<file path="config.mk">
export PLATFORM = sky130hd
export DESIGN_NAME = seq_divider_8bit
export DESIGN_NICKNAME = d
export VERILOG_FILES = /design/src/rtl/alu_pkg.sv /design/src/rtl/subtractor_9bit.sv /design/src/rtl/seq_divider_8bit.sv
export SDC_FILE = /design/constraint.sdc
export NUM_CORES = 1
export LEC_CHECK = 0
export ABC_AREA = 1
export CAP_MARGIN = 15
export CORE_MARGIN = 2
export CORE_UTILIZATION = 39
export CTS_BUF_LIST = sky130_fd_sc_hd__clkbuf_2
export DETAILED_ROUTE_END_ITERATION = 8
export PLACE_DENSITY = 0.64
export SLEW_MARGIN = 20
export SYNTH_ARGS = -nofsm -noshare
export SYNTH_HDL_FRONTEND = slang
export SYNTH_HIERARCHICAL = 1
export SYNTH_SLANG_ARGS = --single-unit
</file>
<file path="constraint.sdc">
create_clock -name clk -period 9.7 [get_ports clk]
set_input_delay 0.97 -clock clk [delete_from_list [all_inputs] [get_ports clk]]
set_output_delay 0.97 -clock clk [all_outputs]
set_load 0.03 [all_outputs]
</file>
<file path="src/rtl/alu_pkg.sv">
// rtl/alu_pkg.sv - shared ALU types and constants for the divider
package alu_pkg;

  localparam int DATA_WIDTH = 8;

  // Quotient reported for a divide by zero; replicated to the operand width by users.
  localparam logic [DATA_WIDTH-1:0] DIV0_QUOTIENT = '1;

  typedef enum logic [1:0] {
    IDLE = 2'd0,
    CALC = 2'd1,
    DONE = 2'd2
  } div_state_t;

endpackage

</file>
<file path="src/rtl/subtractor_9bit.sv">
// rtl/subtractor_9bit.sv - ripple-borrow trial subtractor for the restoring divider
module subtractor_9bit #(
  parameter int W = 9
) (
  input  logic [W-1:0] a_i,
  input  logic [W-1:0] b_i,
  output logic [W-1:0] diff_o,
  output logic         borrow_o
);

  logic [W:0] bw;

  assign bw[0] = 1'b0;

  // One full-subtractor cell per bit, borrow rippling from LSB to MSB.
  for (genvar i = 0; i < W; i++) begin : g_cell
    assign diff_o[i] = a_i[i] ^ b_i[i] ^ bw[i];
    assign bw[i+1]   = (~a_i[i] & b_i[i]) | (~(a_i[i] ^ b_i[i]) & bw[i]);
  end

  assign borrow_o = bw[W];

endmodule

</file>
<file path="src/rtl/seq_divider_8bit.sv">
// rtl/seq_divider_8bit.sv - multi-cycle unsigned restoring divider, one quotient bit per clock
module seq_divider_8bit
  import alu_pkg::*;
#(
  parameter int WIDTH = DATA_WIDTH
) (
  input  logic             clk,
  input  logic             rst_n,
  input  logic             start,
  input  logic [WIDTH-1:0] dividend,
  input  logic [WIDTH-1:0] divisor,
  output logic             busy,
  output logic             done,
  output logic [WIDTH-1:0] quotient,
  output logic [WIDTH-1:0] remainder,
  output logic             div_by_zero
);

  localparam int CNT_W = (WIDTH > 2) ? $clog2(WIDTH) : 1;
  localparam logic [CNT_W-1:0] LAST_ITER = CNT_W'(WIDTH - 1);
  localparam logic [WIDTH-1:0] DIV0_Q    = {WIDTH{DIV0_QUOTIENT[0]}};

  div_state_t       state_q, state_d;
  logic [WIDTH-1:0] divisor_q, divisor_d;
  logic [WIDTH-1:0] q_q, q_d;
  // Partial remainder: its (WIDTH+1)-th bit is always zero because R stays below
  // the divisor, so only the low WIDTH bits are stored.
  logic [WIDTH-1:0] r_q, r_d;
  logic [CNT_W-1:0] cnt_q, cnt_d;
  logic             dz_q, dz_d;

  logic [WIDTH:0]   trial;
  logic             sub_borrow_unused;

  // Trial subtract of the shifted remainder against the latched divisor. Since
  // R < divisor, the trial MSB already carries the sign, so the borrow is spare.
  subtractor_9bit #(
    .W (WIDTH + 1)
  ) u_sub (
    .a_i      ({r_q, q_q[WIDTH-1]}),
    .b_i      ({1'b0, divisor_q}),
    .diff_o   (trial),
    .borrow_o (sub_borrow_unused)
  );

  // Next-state logic: accept in IDLE, iterate in CALC, single-cycle DONE.
  always_comb begin
    state_d   = state_q;
    divisor_d = divisor_q;
    q_d       = q_q;
    r_d       = r_q;
    cnt_d     = cnt_q;
    dz_d      = dz_q;
    case (state_q)
      IDLE: begin
        if (start) begin
          cnt_d = '0;
          if (divisor == '0) begin
            divisor_d = divisor;
            q_d       = DIV0_Q;
            r_d       = dividend;
            dz_d      = 1'b1;
            state_d   = DONE;
          end else begin
            divisor_d = divisor;
            q_d       = dividend;
            r_d       = '0;
            dz_d      = 1'b0;
            state_d   = CALC;
          end
        end
      end
      CALC: begin
        if (!trial[WIDTH]) begin
          r_d = trial[WIDTH-1:0];
          q_d = {q_q[WIDTH-2:0], 1'b1};
        end else begin
          r_d = {r_q[WIDTH-2:0], q_q[WIDTH-1]};
          q_d = {q_q[WIDTH-2:0], 1'b0};
        end
        cnt_d = cnt_q + CNT_W'(1);
        if (cnt_q == LAST_ITER) begin
          state_d = DONE;
        end
      end
      DONE: begin
        state_d = IDLE;
      end
      default: begin
        state_d = IDLE;
      end
    endcase
  end

  // State and datapath registers; reset aborts any operation in progress.
  always_ff @(posedge clk or negedge rst_n) begin
    if (!rst_n) begin
      state_q   <= IDLE;
      divisor_q <= '0;
      q_q       <= '0;
      r_q       <= '0;
      cnt_q     <= '0;
      dz_q      <= 1'b0;
    end else begin
      state_q   <= state_d;
      divisor_q <= divisor_d;
      q_q       <= q_d;
      r_q       <= r_d;
      cnt_q     <= cnt_d;
      dz_q      <= dz_d;
    end
  end

  assign busy        = (state_q != IDLE);
  assign done        = (state_q == DONE);
  assign quotient    = q_q;
  assign remainder   = r_q;
  assign div_by_zero = dz_q;

endmodule
</file>
**Word-level counts from Yosys, hierarchy flattened**

Index checks and enable logic that the tools add are counted.

- Equality and inequality tests: 5
- Bitwise logic cells: 53
- Add/subtract/negate cells: 1
- Reductions and logical operators: 7
- Muxes and demuxes: 15

Operator list:

| cell | number |
|---|---|
| $mux 8 | 5 |
| $pmux 8 s2 | 2 |
| $xor 1x1->1 | 16 |
| $and 1x1->1 | 15 |
| $not 1->1 | 15 |
| $logic_not 8->1 | 1 |
| $or 1x1->1 | 7 |
| $mux 2 | 3 |
| $pmux 3 s2 | 1 |
| $reduce_and 2->1 | 3 |
| $ne 2x2->1 const B | 2 |
| $pmux 2 s2 | 1 |
| $reduce_bool 2->1 | 2 |
| $add 3x1->3 const B | 1 |
| $eq 3x3->1 const B | 1 |
| $mux 3 | 1 |
| $eq 2x1->1 const B | 1 |
| $eq 2x2->1 const B | 1 |
| $logic_not 2->1 | 1 |
| $mux 1 | 2 |

- Input bits: 19
- Output and inout port bits: 19
- Register bits: 30
- Logic and storage cells: 87

**Depth between registers and ports, before layout**

Gate-level depths: netlist of the first run.

- Depth after elaboration: 19
- Gate-level depth with buffers: 19
- Mapped depth without buffers: 18

**Hierarchy**

Netlist of the first run, hierarchy kept.

Modules (own cells, without submodules):

| module | area each (um2) | cells each | sequential area each (um2) | times used |
|---|---|---|---|---|
| seq_divider_8bit | 1657.8 | 232 | 750.7 | 1 |
| subtractor_9bit | 247.7 | 29 | 0.0 | 1 |

**Worst setup path after synthesis of the first run**

Ideal clock, no wire load.

- Path kind: flip-flop to flip-flop
- Start point: register q_q[7] (netlist: quotient[7])
- End point: register q_q[0] (netlist: quotient[0])
- Period minus slack after synthesis: 4.375 ns
- Data arrival time: 4.298 ns
- Data required time: 9.622 ns
- Cell stages (with the launch flop): 20
- Slack: 5.325 ns
- Setup time: 0.078 ns
- Buffers on the path: 1
- Path through: dfrtp_1 > inv_1 > ha_1 > inv_1 > fa_1 > inv_1 > fa_1 > fa_1 > fa_1 > fa_1 > fa_1 > fa_1 > inv_1 > fa_1 > buf_4 > clkinv_1 > nand3_1 > nand2_1 > nor2_1 > a21boi_1

- Cells in the longest elaborated chain, start to end: 19

Ends and longest elaborated chain:

| element | line | text |
|---|---|---|
| start, declared | seq_divider_8bit.sv:25 | `logic [WIDTH-1:0] q_q, q_d;` |
| start signal, assigned | seq_divider_8bit.sv:107 | `q_q <= q_d;` |
| $not 1->1 | subtractor_9bit.sv:18 | `assign bw[i+1] = (~a_i[i] & b_i[i]) \| (~(a_i[i] ^ b_i[i]) & bw[i]);` |
| $and 1x1->1 (2 in series) | subtractor_9bit.sv:18 |  |
| $or 1x1->1 | subtractor_9bit.sv:18 |  |
| $and 1x1->1 | subtractor_9bit.sv:18 |  |
| $or 1x1->1 | subtractor_9bit.sv:18 |  |
| $and 1x1->1 | subtractor_9bit.sv:18 |  |
| $or 1x1->1 | subtractor_9bit.sv:18 |  |
| $and 1x1->1 | subtractor_9bit.sv:18 |  |
| (+3 left out) | - |  |
| $and 1x1->1 | subtractor_9bit.sv:18 |  |
| $or 1x1->1 | subtractor_9bit.sv:18 |  |
| $and 1x1->1 | subtractor_9bit.sv:18 |  |
| $or 1x1->1 | subtractor_9bit.sv:18 |  |
| $xor 1x1->1 | subtractor_9bit.sv:17 | `assign diff_o[i] = a_i[i] ^ b_i[i] ^ bw[i];` |
| via trial[8] | seq_divider_8bit.sv:32 | `logic [WIDTH:0] trial;` |
| $mux 1 | seq_divider_8bit.sv:74 | `if (!trial[WIDTH]) begin` |
| $pmux 8 s2 | seq_divider_8bit.sv:54 | `case (state_q)` |

The timed path passes the listed nets, and every way through them passes these cells.
A chain may end at the register's enable or synchronous reset.

**Final worst setup path of the first run**

- Start point: register q_q[7] (netlist: quotient[7])
- End point: register r_q[2] (netlist: remainder[2])

- Cells in the longest elaborated chain, start to end: 19
- Elaborated cells between the ends (all ways): 20
- Classes of those cells: 2 x mux; 18 x bitwise

Ends and longest elaborated chain:

| element | line | text |
|---|---|---|
| $not 1->1 | subtractor_9bit.sv:18 |  |
| $and 1x1->1 (2 in series) | subtractor_9bit.sv:18 |  |
| $or 1x1->1 | subtractor_9bit.sv:18 |  |
| $and 1x1->1 | subtractor_9bit.sv:18 |  |
| $or 1x1->1 | subtractor_9bit.sv:18 |  |
| $and 1x1->1 | subtractor_9bit.sv:18 |  |
| $or 1x1->1 | subtractor_9bit.sv:18 |  |
| $and 1x1->1 | subtractor_9bit.sv:18 |  |
| (+3 left out) | - |  |
| $and 1x1->1 | subtractor_9bit.sv:18 |  |
| $or 1x1->1 | subtractor_9bit.sv:18 |  |
| $and 1x1->1 | subtractor_9bit.sv:18 |  |
| $or 1x1->1 | subtractor_9bit.sv:18 |  |
| $xor 1x1->1 | subtractor_9bit.sv:17 |  |
| via trial[8] | seq_divider_8bit.sv:32 |  |
| $mux 8 | seq_divider_8bit.sv:74 |  |
| $pmux 8 s2 | seq_divider_8bit.sv:54 |  |
| end signal, assigned | seq_divider_8bit.sv:108 | `r_q <= r_d;` |
| end, declared | seq_divider_8bit.sv:28 | `logic [WIDTH-1:0] r_q, r_d;` |

The timed path passes the listed nets, and every way through them passes these cells.

==> results.cfg, run 1 <==
[grt]
grt_pass1_vias = 1444
grt.total_usage = 0.174
grt_max_degree = 36
antenna_found_initial = 0
grt_overflow = 0
grt_pass1_wl_um = 7090

[job]
drv_cap = 0

[timing]
setup_tns_ns = 0
max_freq_ghz = 0.219
fin_crit_sh = 0.470
whs_ns = 0.504
worstMarginPinSlew_ns = 0.829
hold_viol = 0
finalCriticalPeriod_ns = 4.56
max_slew_margin = 0.445
setup_viol = 0
slew_viol_final = 0
rsz0062_at_grt = false
fin_skew_ns = 0.0235
layout_setup_ws_ns = 5.14

[setup_path]
cp-end-kind = flop
reg2reg_slack_ns = 5.14
cp_top_family = adder cells
worst-path-buf-inv = 5
r2r-start = quotient[7]
worstSetupPathType = flop to flop
cp.arrival_ns = 4.85
max_stage_delay_ns = 0.53
r2r-end = remainder[2]
cp-start-kind = flop
required_ns = 9.99
r2r.worst_path.cells = 18
worstPathMaxFanout = 9
cp_slowest_cell = fa_1
crit_top_cell = fa_1
path_cells = inv_1 -> ha_1 -> inv_1 -> fa_1 -> inv_1 -> fa_1 -> fa_1 -> fa_1 -> fa_1 -> fa_1 -> fa_1 -> inv_1 -> fa_1 -> clkinv_1 -> nand2_1 -> nand2_1 -> a21oi_1 -> a21oi_1

[final_layout]
multi_input_area_um2 = 866
layout.nets = 325
regArea_um2 = 751
final_layout_size_suffix_gt1_frac = 0.0338
area_growth_syn_to_layout_pct = 22.2
utilization = 0.492
num-fill-cells = 467
diodes = 0

[die]
dieArea_um2 = 5450
fp.dieH_um = 73.8
io-pin-count = 38
initial_core_util = 0.403
core-area_um2 = 4720
fp.dieW_um = 73.8
num_rows = 25

[placement]
place_congestion = 0.817
place_ws_ns = 5.20
dp_hpwl_um = 3040
portBuffers = 37

[synth]
syn_nets = 290
post_synth.cell_area_avg_um2 = 7.31
yosys_warnings = 6
syn-cell-area_um2 = 1900
syn_inst = 260

[cts]
cts_tree = done
path_clk_slew_ns = 0.17
cts_buffers = 5
ctsHoldBuffers = 0
clkSinkCount = 30
clkLatencyLatePin_ns = 0.38
htreeDepth = 2
ctsResizeCount = 0
clock_path_buffers = 2
cts-root-buf = clkbuf_2
post_cts_buffers = 0

[outcome]
status = finished, final reports clean

[power_and_ir_drop]
p_leak_nw = 1.29
p_total_uw = 900
peakVddDrop_mv = 0.205
power_density_nw_per_um2 = 387

[drt]
totalWireLength_um = 4260
drcViolationCount = 0
drtIter0Drc = 104
vias = 1599
drt_pre_antenna_iters = 4
ant_nets = 0
wl_per_cell_um = 11.7
via_per_inst = 4.40

[worst_hold_path]
hold_path_end = divisor_q[1]
min_path_cells = 2
worst_hold_startpoint = divisor_q[1]
hold_path.class = flop to flop
-- worst register-to-register path, stage by stage, from the launching register on --
cell and delay [ns]:
dfrtp_1 0.42, inv_1 0.06, ha_1 0.19, inv_1 0.07, fa_1 0.15, inv_1 0.05
fa_1 0.39, fa_1 0.39, fa_1 0.40, fa_1 0.40, fa_1 0.39, fa_1 0.38
inv_1 0.08, fa_1 0.53, clkinv_1 0.21, nand2_1 0.07, nand2_1 0.06, a21oi_1 0.06
a21oi_1 0.18
-- how the worst max path moves through the flow --
stage,from,to,slack [ns],cells after the start
4_1_cts,quotient[7],remainder[3],5.13,18
2_1_floorplan,quotient[7],quotient[0],5.32,19
5_1_grt,quotient[7],remainder[2],4.86,18
3_5_place_dp,quotient[7],quotient[0],5.20,18
3_3_place_gp,quotient[7],remainder[2],5.31,18
6_report,quotient[7],remainder[2],5.14,18
-- metrics by stage --
stage	area, um2	cells
after floorplan	1900	260
after global placement	2290	355
after detailed placement	2290	355
after CTS	2320	363
after global routing	2320	363
final	2320	363
-- metal layers --
metal  track usage  routed length, um  up-vias
met5             0                  0        -
met3        0.0549                190        6
met2         0.262               1840       43
li1              -                  -      835
met4        0.0424                 54        0
met1         0.244               2180      715
-- report_power, final --
| group | internal, mW | leakage (nW) | switching, mW |
|---|---|---|---|
| registers | 0.187 | 0.367 | 0.0646 |
| logic | 0.237 | 0.895 | 0.351 |
| clock network | 0.0154 | 0.0255 | 0.0464 |
| total | 0.439 | 1.29 | 0.462 |
-- placed cells by master (no fill, tap or decap), drive strengths merged --
cell type / n
a21boi: 8
a21oi: 17
a22o: 2
buf: 1
clkbuf: 5
clkdlybuf4s50: 37
clkinv: 5
conb: 1
dfrtp: 30
fa: 8
ha: 3
inv: 54
nand2: 97
nand3: 9
nor2: 16
o21ai: 2
o22ai: 1
-- registers in the layout, summed over array words and instances, names as in the netlist --
signal,flops
state_q,2
quotient,8
remainder,8
divisor_q,8
cnt_q,3
div_by_zero,1
-- cell type report --
type / count / area share
inverters: 56 / 0.0904
flip-flops and latches: 30 / 0.323
multi-input cells: 164 / 0.372
repair buffers: 38 / 0.163
clock inverters: 3 / 0.00484
well taps: 67 / 0.0361
clock buffers: 5 / 0.0108
(Power assumes the default switching activity.)
==> inputs of run 2 (changes only) <==
Clock period 9.7 ns to 4.5 ns, I/O delays scaled along.
==> run 2 against run 1 <==
Sequential share of layout area decreased by 0.66 points. Non-clock buffer count rose by 3. Design area rose by 2.1%. Utilization rose by 1.0 points. Register-to-register slack got worse by 4.9 ns. Fmax grew 5.9%. Global-route usage increased by 0.16 points. Critical path type unchanged. Critical endpoint is now remainder[6]. Largest power group unchanged.
==> results.cfg, run 2 (synthesis results as in run 1) <==
[grt]
grt_pass1_vias = 1443
grt.total_usage = 0.176
grt_max_degree = 36
antenna_found_initial = 0
grt_overflow = 0
grt_pass1_wl_um = 7050

[power_and_ir_drop]
p_leak_nw = 1.30
p_total_mw = 2.07
p_sw_mw = 1.05
clock_power_share = 0.063
power_frac_seq = 0.263
switching_share = 0.507
peakVddDrop_mv = 0.434
power_density_nw_per_um2 = 871
combPwrFrac = 0.674
intPower_mw = 1.02

[drt]
ant_nets = 0
wl_per_cell_um = 12.0
drtIter0Drc = 148
top_layer_used = met4
drcViolationCount = 0
via_per_inst = 4.52
wl_met3_um = 242
vias = 1660
m1WireLength_um = 2090
drt_pre_antenna_iters = 4
totalWireLength_um = 4390
dr_wl_met2_um = 2020

[final_layout]
area_growth_syn_to_layout_pct = 24.8
utilization = 0.503
final_common_cell = nand2_1
regArea_um2 = 751
fin_cells = 367
num-fill-cells = 475
diodes = 0
layout.nets = 329
final_layout_size_suffix_gt1_frac = 0.0700
multi_input_area_um2 = 882
final_cell_mix = 96 x nand2_1, 53 x inv_1, 37 x clkdlybuf4s50_1

[timing]
fin_crit_sh = 0.957
max_freq_ghz = 0.232
max_slew_margin = 0.423
whs_ns = 0.431
slew_viol_final = 0
setup_viol = 0
layout_setup_ws_ns = 0.194
finalCriticalPeriod_ns = 4.31
fin_skew_ns = 0.0213
hold_viol = 0
rsz0062_at_grt = false
worstMarginPinSlew_ns = 0.862

[job]
drv_cap = 0

[placement]
place_inst = 355
place_congestion = 0.817
place_ws_ns = -0.0135
portBuffers = 37
dp_hpwl_um = 3060

[cts]
clock_path_buffers = 2
htreeDepth = 2
cts-root-buf = clkbuf_2
path_clk_slew_ns = 0.17
clkSinkCount = 30
cts_buffers = 5
ctsHoldBuffers = 0
clkLatencyLatePin_ns = 0.38
cts_tree = done

[setup_path]
cp-start-kind = flop
r2r-start = quotient[7]
reg2reg_slack_ns = 0.19
cp-end-kind = flop
r2r.worst_path.cells = 18
startpoint = quotient[7]
endpoint = remainder[6]
worstPathMaxFanout = 6
cp.arrival_ns = 4.59
worstSetupPathType = flop to flop
r2r-end = remainder[6]
required_ns = 4.79

[die]
io-pin-count = 38
core-area_um2 = 4720
num_rows = 25
fp.dieW_um = 73.8
dieArea_um2 = 5450
initial_core_util = 0.403
fp.dieH_um = 73.8

[outcome]
status = finished, final reports clean

[worst_hold_path]
hold_path.class = input port to async pin
==> run 2: cell count changes in the layout (fill, tap and decap cells not counted) <==
cell and change:
inv_4 +1, fa_2 +5, a21oi_2 +1, buf_4 +3
a21oi_1 -1, fa_1 -5, clkinv_1 -1, clkinvlp_4 +1
==> run 2: how the worst min path moves through the flow <==
stage            startpoint      endpoint  cells after the start
2_1_floorplan         rst_n      cnt_q[0]                      0
3_3_place_gp   divisor_q[1]  divisor_q[1]                      2
3_5_place_dp   divisor_q[1]  divisor_q[1]                      2
4_1_cts               rst_n  remainder[6]                      2
5_1_grt               rst_n  remainder[6]                      2
6_report              rst_n  remainder[6]                      2
==> run 2: metrics by stage <==
| step | instance area [um2] | setup TNS (ns) |
|---|---|---|
| after CTS | 2330 | 0 |
| after detailed placement | 2290 | -0.0257 |
| final | 2370 | 0 |
| after floorplan | 1900 | 0 |
| after global placement | 2290 | 0 |
| after global routing | 2370 | 0 |
==> run 2: area by class of cell <==
type                    count  share of cell area
clock buffers               5              0.0105
inverters                  56              0.0896
repair inverters            1             0.00316
flip-flops and latches     30               0.316
well taps                  67              0.0353
clock inverters             3             0.00474
repair buffers             41               0.169
multi-input cells         164               0.372
==> run 2: routing by layer <==
| metal | vias up | track usage |
|---|---|---|
| li1 | 841 | - |
| met1 | 765 | 0.239 |
| met2 | 48 | 0.274 |
| met3 | 6 | 0.0535 |
| met4 | 0 | 0.0424 |
| met5 | - | 0 |
==> run 2: worst max-delay path: stages, from the launching register on <==
cell	delay [ns]
dfrtp_1	0.42
inv_1	0.05
ha_1	0.18
inv_1	0.06
fa_1	0.15
inv_1	0.05
fa_2	0.34
fa_2	0.35
fa_2	0.35
fa_2	0.35
fa_1	0.39
fa_1	0.37
inv_1	0.09
fa_2	0.53
buf_4	0.19
nand2_1	0.06
nand2_1	0.05
a21oi_1	0.13
a21oi_1	0.09
==> run 2: power groups by stage <==
stage	Combinational [mW]	Clock, mW	Sequential [mW]
2_1_floorplan	0.842	0	0.643
3_3_place_gp	1.25	0	0.546
3_5_place_dp	1.27	0	0.547
4_1_cts	1.29	0.134	0.542
5_1_grt	1.58	0.149	0.563
6_report	1.39	0.131	0.543
==> run 2: what timing repair did <==
| item | CTS | global route |
|---|---|---|
| resized for setup | 2 | 8 |
| setup endpoints to repair | 9 | 9 |
| gates cloned | 0 | 1 |
| pin swaps | 0 | 2 |
| setup buffers | 0 | 3 |
